$ cat src/rtl/hazard_ctrl.sv
// LEGv8 hazard/sequencing controller: load-use bubble, branch flush, dmem freeze, NZVC flags.
// Optional macro HAZARD_FLAG_FWD_EN forwards EX flags to ID instead of stalling B.cond.
module hazard_ctrl #(
    parameter int REG_W       = 5,
    parameter int ZERO_REG    = 31,
    parameter int MEM_TIMEOUT = 15,
    parameter int CNT_W       = 4
) (
    input  logic             clk,
    input  logic             reset,
    input  logic [REG_W-1:0] id_rn,
    input  logic [REG_W-1:0] id_rm,
    input  logic             id_use_rn,
    input  logic             id_use_rm,
    input  logic             id_bcond,
    input  logic             br_taken,
    input  logic [REG_W-1:0] ex_rd,
    input  logic             ex_mem_read,
    input  logic             ex_flag_up,
    input  logic [3:0]       ex_flags,
    input  logic             dmem_req,
    input  logic             dmem_ready,
    output logic             pc_write,
    output logic             ifid_write,
    output logic             ifid_flush,
    output logic             idex_bubble,
    output logic             pipe_hold,
    output logic [3:0]       flags_out,
    output logic [3:0]       flag_q,
    output logic             mem_timeout
);

    typedef enum logic [1:0] {
        RUN,
        LU_STALL,
        MEM_WAIT
    } state_t;

    state_t           state, state_nx;
    logic [CNT_W-1:0] wait_cnt, wait_cnt_nx;
    logic             timeout_set;
    logic             lu_haz;
    logic             mem_stall;
    logic             stall_haz;

    assign lu_haz = ex_mem_read
                  & (ex_rd != REG_W'(ZERO_REG))
                  & ((id_use_rn & (id_rn == ex_rd))
                   | (id_use_rm & (id_rm == ex_rd)));

    assign mem_stall = dmem_req & ~dmem_ready;

`ifdef HAZARD_FLAG_FWD_EN
    logic unused_bcond;
    assign unused_bcond = id_bcond;
    assign stall_haz    = lu_haz;
    assign flags_out    = ex_flag_up ? ex_flags : flag_q;
`else
    // Without forwarding, B.cond must wait for the flag setter to retire to flag_q
    assign stall_haz = lu_haz | (id_bcond & ex_flag_up);
    assign flags_out = flag_q;
`endif

    always_comb begin
        state_nx    = state;
        wait_cnt_nx = wait_cnt;
        timeout_set = 1'b0;
        pc_write    = 1'b1;
        ifid_write  = 1'b1;
        ifid_flush  = 1'b0;
        idex_bubble = 1'b0;
        pipe_hold   = 1'b0;
        case (state)
            MEM_WAIT: begin
                if (dmem_ready) begin
                    state_nx    = RUN;
                    wait_cnt_nx = '0;
                end else if (wait_cnt == CNT_W'(MEM_TIMEOUT)) begin
                    timeout_set = 1'b1;
                    state_nx    = RUN;
                    wait_cnt_nx = '0;
                end else begin
                    pc_write    = 1'b0;
                    ifid_write  = 1'b0;
                    pipe_hold   = 1'b1;
                    wait_cnt_nx = wait_cnt + 1'b1;
                end
            end
            default: begin
                state_nx = RUN;
                if (mem_stall) begin
                    pc_write    = 1'b0;
                    ifid_write  = 1'b0;
                    pipe_hold   = 1'b1;
                    state_nx    = MEM_WAIT;
                    wait_cnt_nx = CNT_W'(1);
                end else if (stall_haz && state == RUN) begin
                    pc_write    = 1'b0;
                    ifid_write  = 1'b0;
                    idex_bubble = 1'b1;
                    state_nx    = LU_STALL;
                end else if (br_taken) begin
                    ifid_flush = 1'b1;
                end
            end
        endcase
        if (reset) begin
            pc_write    = 1'b0;
            ifid_write  = 1'b0;
            ifid_flush  = 1'b1;
            idex_bubble = 1'b1;
            pipe_hold   = 1'b0;
        end
    end

    always_ff @(posedge clk) begin
        if (reset) begin
            state       <= RUN;
            wait_cnt    <= '0;
            mem_timeout <= 1'b0;
            flag_q      <= 4'b0000;
        end else begin
            state       <= state_nx;
            wait_cnt    <= wait_cnt_nx;
            mem_timeout <= mem_timeout | timeout_set;
            if (ex_flag_up && !pipe_hold)
                flag_q <= ex_flags;
        end
    end

endmodule
$ cat config.mk
export PLATFORM = sky130hd
export DESIGN_NAME = hazard_ctrl
export DESIGN_NICKNAME = d
export VERILOG_FILES = /design/src/rtl/hazard_ctrl.sv
export SDC_FILE = /design/constraint.sdc
export NUM_CORES = 1
export LEC_CHECK = 0
export ABC_AREA = 1
export CORE_UTILIZATION = 55
export DETAILED_ROUTE_END_ITERATION = 10
export DONT_BUFFER_PORTS = 1
export PLACE_DENSITY = 0.7
export SYNTH_ARGS = -nofsm -noshare
export SYNTH_HDL_FRONTEND = slang
export SYNTH_SLANG_ARGS = --single-unit
$ cat constraint.sdc
create_clock -name clk -period 1.4 [get_ports clk]
set_input_delay 0.07 -clock clk [delete_from_list [all_inputs] [get_ports clk]]
set_output_delay 0.07 -clock clk [all_outputs]
set_load 0.05 [all_outputs]
==> summary.txt <==
Layout
  • Commonest non-fill, non-tap cell in the layout: nand2_1
  • Core Util, Final: 0.785
  • Area growth from synthesis to layout: 29.1%
  • Commonest non-fill, non-tap cells in the layout: nand2_1 (41), inv_1 (17), nor2_1 (16)
  • Share of cells above drive strength 1: 0.312
  • Fillers: between 100 and 150
  • N_diodes: 0
  • Layout net count: approximately 190

Critical path
  • Max FO, Critical Path: 3
  • Crit. End Element: output port
  • Crit path max-delay family: flip-flops
  • Cell depth of the worst flop-to-flop path: 7
  • Crit-path max cell delay: about 0.36 ns
  • R2r setup slk: ~0.12 ns
  • CP bufs+invs: 1
  • CP dominant cell by count: nand3_4
  • CP Data Required Time: about 1.3 ns
  • Slowest-stage cell, CP: dfxtp_2
  • R2r startpoint: wait_cnt[1]$_SDFFE_PP0P_
  • Crit Reg-Reg Endpoint: mem_timeout$_SDFF_PP0_
  • Worst EP arrival: between 1 and 1.5 ns
  • Worst-path cell chain: ha_4 -> nand3_4 -> nand2_4 -> nand3_4 -> a21oi_4 -> buf_12
  • Crit path kind: reg2out
  • Type of origin of the critical path: register

Synthesis
  • Post-synthesis compound-gate area fraction: 0.0884
  • Largest family of logic cells by synthesized area: simple AND/OR/NAND/NOR gates
  • #FFs+latches synth: 11
  • Warnings, synthesis: 0
  • Mux cell area share after synthesis: 0
  • Post-synth cell types: 23
  • Average instance area after synthesis: 6.08 sq um
  • Sequential fraction of the synthesis area: 0.268
  • Post-Synth XOR/XNOR Area: 0.0107
  • Synth Area in Adders: 0.0152
  • Mapped Area: ~820 sq um
  • Area share of the largest cell type after synthesis: 0.268
  • Syn_nets: about 170
  • Cell taking the most area after synthesis: dfxtp_1
  • Synth top area cells: dfxtp_1 (27%), nand2_1 (19%), inv_1 (7.8%)
  • Post-Syn Instances: approximately 140
  • Simple-gate share of the synthesized area: 0.454

Pwr
  • PwrDens: 809 nW/um^2
  • Worst VDD drop: ~780 uV
  • Leakage power: 0.544 nW
  • Power, Total: between 800 and 900 uW

STA
  • Setup slack after layout: -0.0494 ns
  • Relative slew margins: 0.771
  • Clk_skew: between 0.005 and 0.006 ns
  • Fin. max-slew vios: 0
  • Time the worst path needs with I/O delays and setup: approximately 1.4 ns
  • TNS Setup: -0.0988 ns
  • Final setup violating endpoints: 2
  • RSZ-0062 raised after global routing: true
  • Final Hold Fails: 6
  • Period Utilization, post-route: 1.04
  • Final hold slack: -0.140 ns
  • Worst Tran Pin Value: 0.342 ns
  • Fmax: approximately 690 MHz

Placement
  • Pre-CTS setup slack: ~0.15 ns
  • Detailed-placement wirelength estimate: 1350 um
  • GPL Wtd Cong: just over 0.7
  • IO Port Bufs: 0

Clock network
  • Reg clk slew, reported paths: roughly 0.07 ns
  • Root Buffer: clkbuf_4
  • Clock sink count: 11
  • H-tree depth: 1
  • CTS Buf Count: 3
  • Hold_buf cts: 4
  • Clk_lat worst skew: roughly 0.26 ns
  • Clock buffer depth: 2
  • CTS tree: built

GRT
  • Vias in the first global route: 769
  • Total global-route track usage: 0.260
  • Initial antenna violation count: 0
  • GRT Residual Overflow: 0
  • Largest net degree at the start of global routing: 9
  • First-pass GRT wire length: approximately 2800 um

Floorplanning
  • Die X: 40.6 um
  • DIE AREA: ~1700 sq um
  • Top Ports: 43
  • Die H: between 40 and 50 um
  • Core area: 1350 sq um
  • # rows: 13
  • Starting density of the core: 0.608

Run
  • # Max-Cap Violations: 0

Detailed routing
  • Final wirelength: ~1900 um
  • Starting DRT DRC Count: 13
  • Via Count: a little over 800
  • Drt pass-1 iters: 4
  • Detail Route Antenna Nets: 0
  • DR WL/cell: roughly 11 um
  • Via density: around 4.9
  • Residual DRC: 0

Hold path
  • Worst Hold Class: in2reg
  • Worst hold path cell count: 1
  • Hold Path Sink: wait_cnt[1]$_SDFFE_PP0P_
  • Hold Startpoint: reset

Status
  • Failing checks: negative hold slack, negative setup slack
  • Status: complete, but fails checks
[stage by stage]
stage	hold WS, ns	cells	area [sq um]
after floorplan	0.132	135	846
after global placement	0.135	155	911
after detailed placement	0.138	155	911
after CTS	-0.148	167	1040
after global routing	-0.144	169	1060
final	-0.140	169	1060
[final cells by class]
cell class,instances,area (sq um),area share
Clock buffer,4,26.3,0.0248
Inverter,25,96.3,0.0909
Multi-Input combinational cell,94,515,0.486
Sequential cell,11,223,0.210
Tap cell,15,18.8,0.0177
Timing Repair Buffer,20,180,0.170
[what timing repair did]
| item | 4_1_cts | 5_1_grt |
|---|---|---|
| pin swaps | 3 | 2 |
| gates resized for setup | 5 | 1 |
| setup endpoints to repair | 3 | 5 |
| hold endpoints to repair | 10 | 6 |
| buffers inserted | 4 | 2 |
[synthesized netlist by cell type]
master     n
nand2_1   41
inv_1     17
nor2_1    16
dfxtp_1   11
inv_2      7
nor2_2     6
buf_4      5
nand3_1    5
a21oi_1    4
nand2_2    4
o21ai_1    4
nand2_4    2
nand3_2    2
o21ai_0    2
a221oi_2   1
ha_1       1
inv_4      1
nand4_1    1
nor2_4     1
nor3_1     1
o21a_1     1
or2_1      1
xnor2_1    1
[layer usage]
layer | up-vias | global-route usage | share of wire | routed length [um]
li1 | 443 | - | - | -
met1 | 340 | 0.266 | 0.43 | 802
met2 | 33 | 0.512 | 0.49 | 916
met3 | 4 | 0.0598 | 0.064 | 119
met4 | 0 | 0.0750 | 0.0076 | 14
met5 | - | 0 | 0 | 0
[power breakdown]
group / internal, mW / switching, mW / leakage, nW
registers: 0.329 / 0.0108 / 0.0909
clock network: 0.110 / 0.101 / 0.0150
logic: 0.100 / 0.206 / 0.439
total: 0.539 / 0.318 / 0.544
[worst reg2reg max path: stages (launching register included)]
cell and delay, ns:
dfxtp_2 0.36, ha_4 0.16, nand3_4 0.10, buf_4 0.16, buf_4 0.13, nor3_1 0.17
nor2_1 0.06, nor2_1 0.09
[how the worst max path moves through the flow]
| stage | from | end | slack (ns) | depth (start not counted) |
|---|---|---|---|---|
| floorplan | wait_cnt[0]$_SDFFE_PP0P_ | pc_write | 0.02 | 6 |
| global placement | wait_cnt[0]$_SDFFE_PP0P_ | flag_q[3]$_SDFFE_PP0P_ | 0.22 | 8 |
| detailed placement | wait_cnt[0]$_SDFFE_PP0P_ | flag_q[3]$_SDFFE_PP0P_ | 0.15 | 8 |
| CTS | wait_cnt[0]$_SDFFE_PP0P_ | ifid_write | -0.04 | 6 |
| global route | wait_cnt[1]$_SDFFE_PP0P_ | ifid_write | -0.08 | 6 |
| finish | wait_cnt[1]$_SDFFE_PP0P_ | ifid_write | -0.05 | 6 |
[cells by family (layout without fill, tap and decap cells)]
logic type	after synthesis	count (layout)
buffers and inverters	30	49
adders and majority gates	1	1
DFF	11	11
xor gates and xnor gates	1	1
AOI/OAI and AO/OA	12	12
and+or+nand+nor	80	80
[registers in the layout, indices dropped and copies added, names as in the netlist]
name / flops
flag_q: 4
wait_cnt: 4
state: 2
mem_timeout: 1
Note: power is estimated with default switching activity, not from simulation.
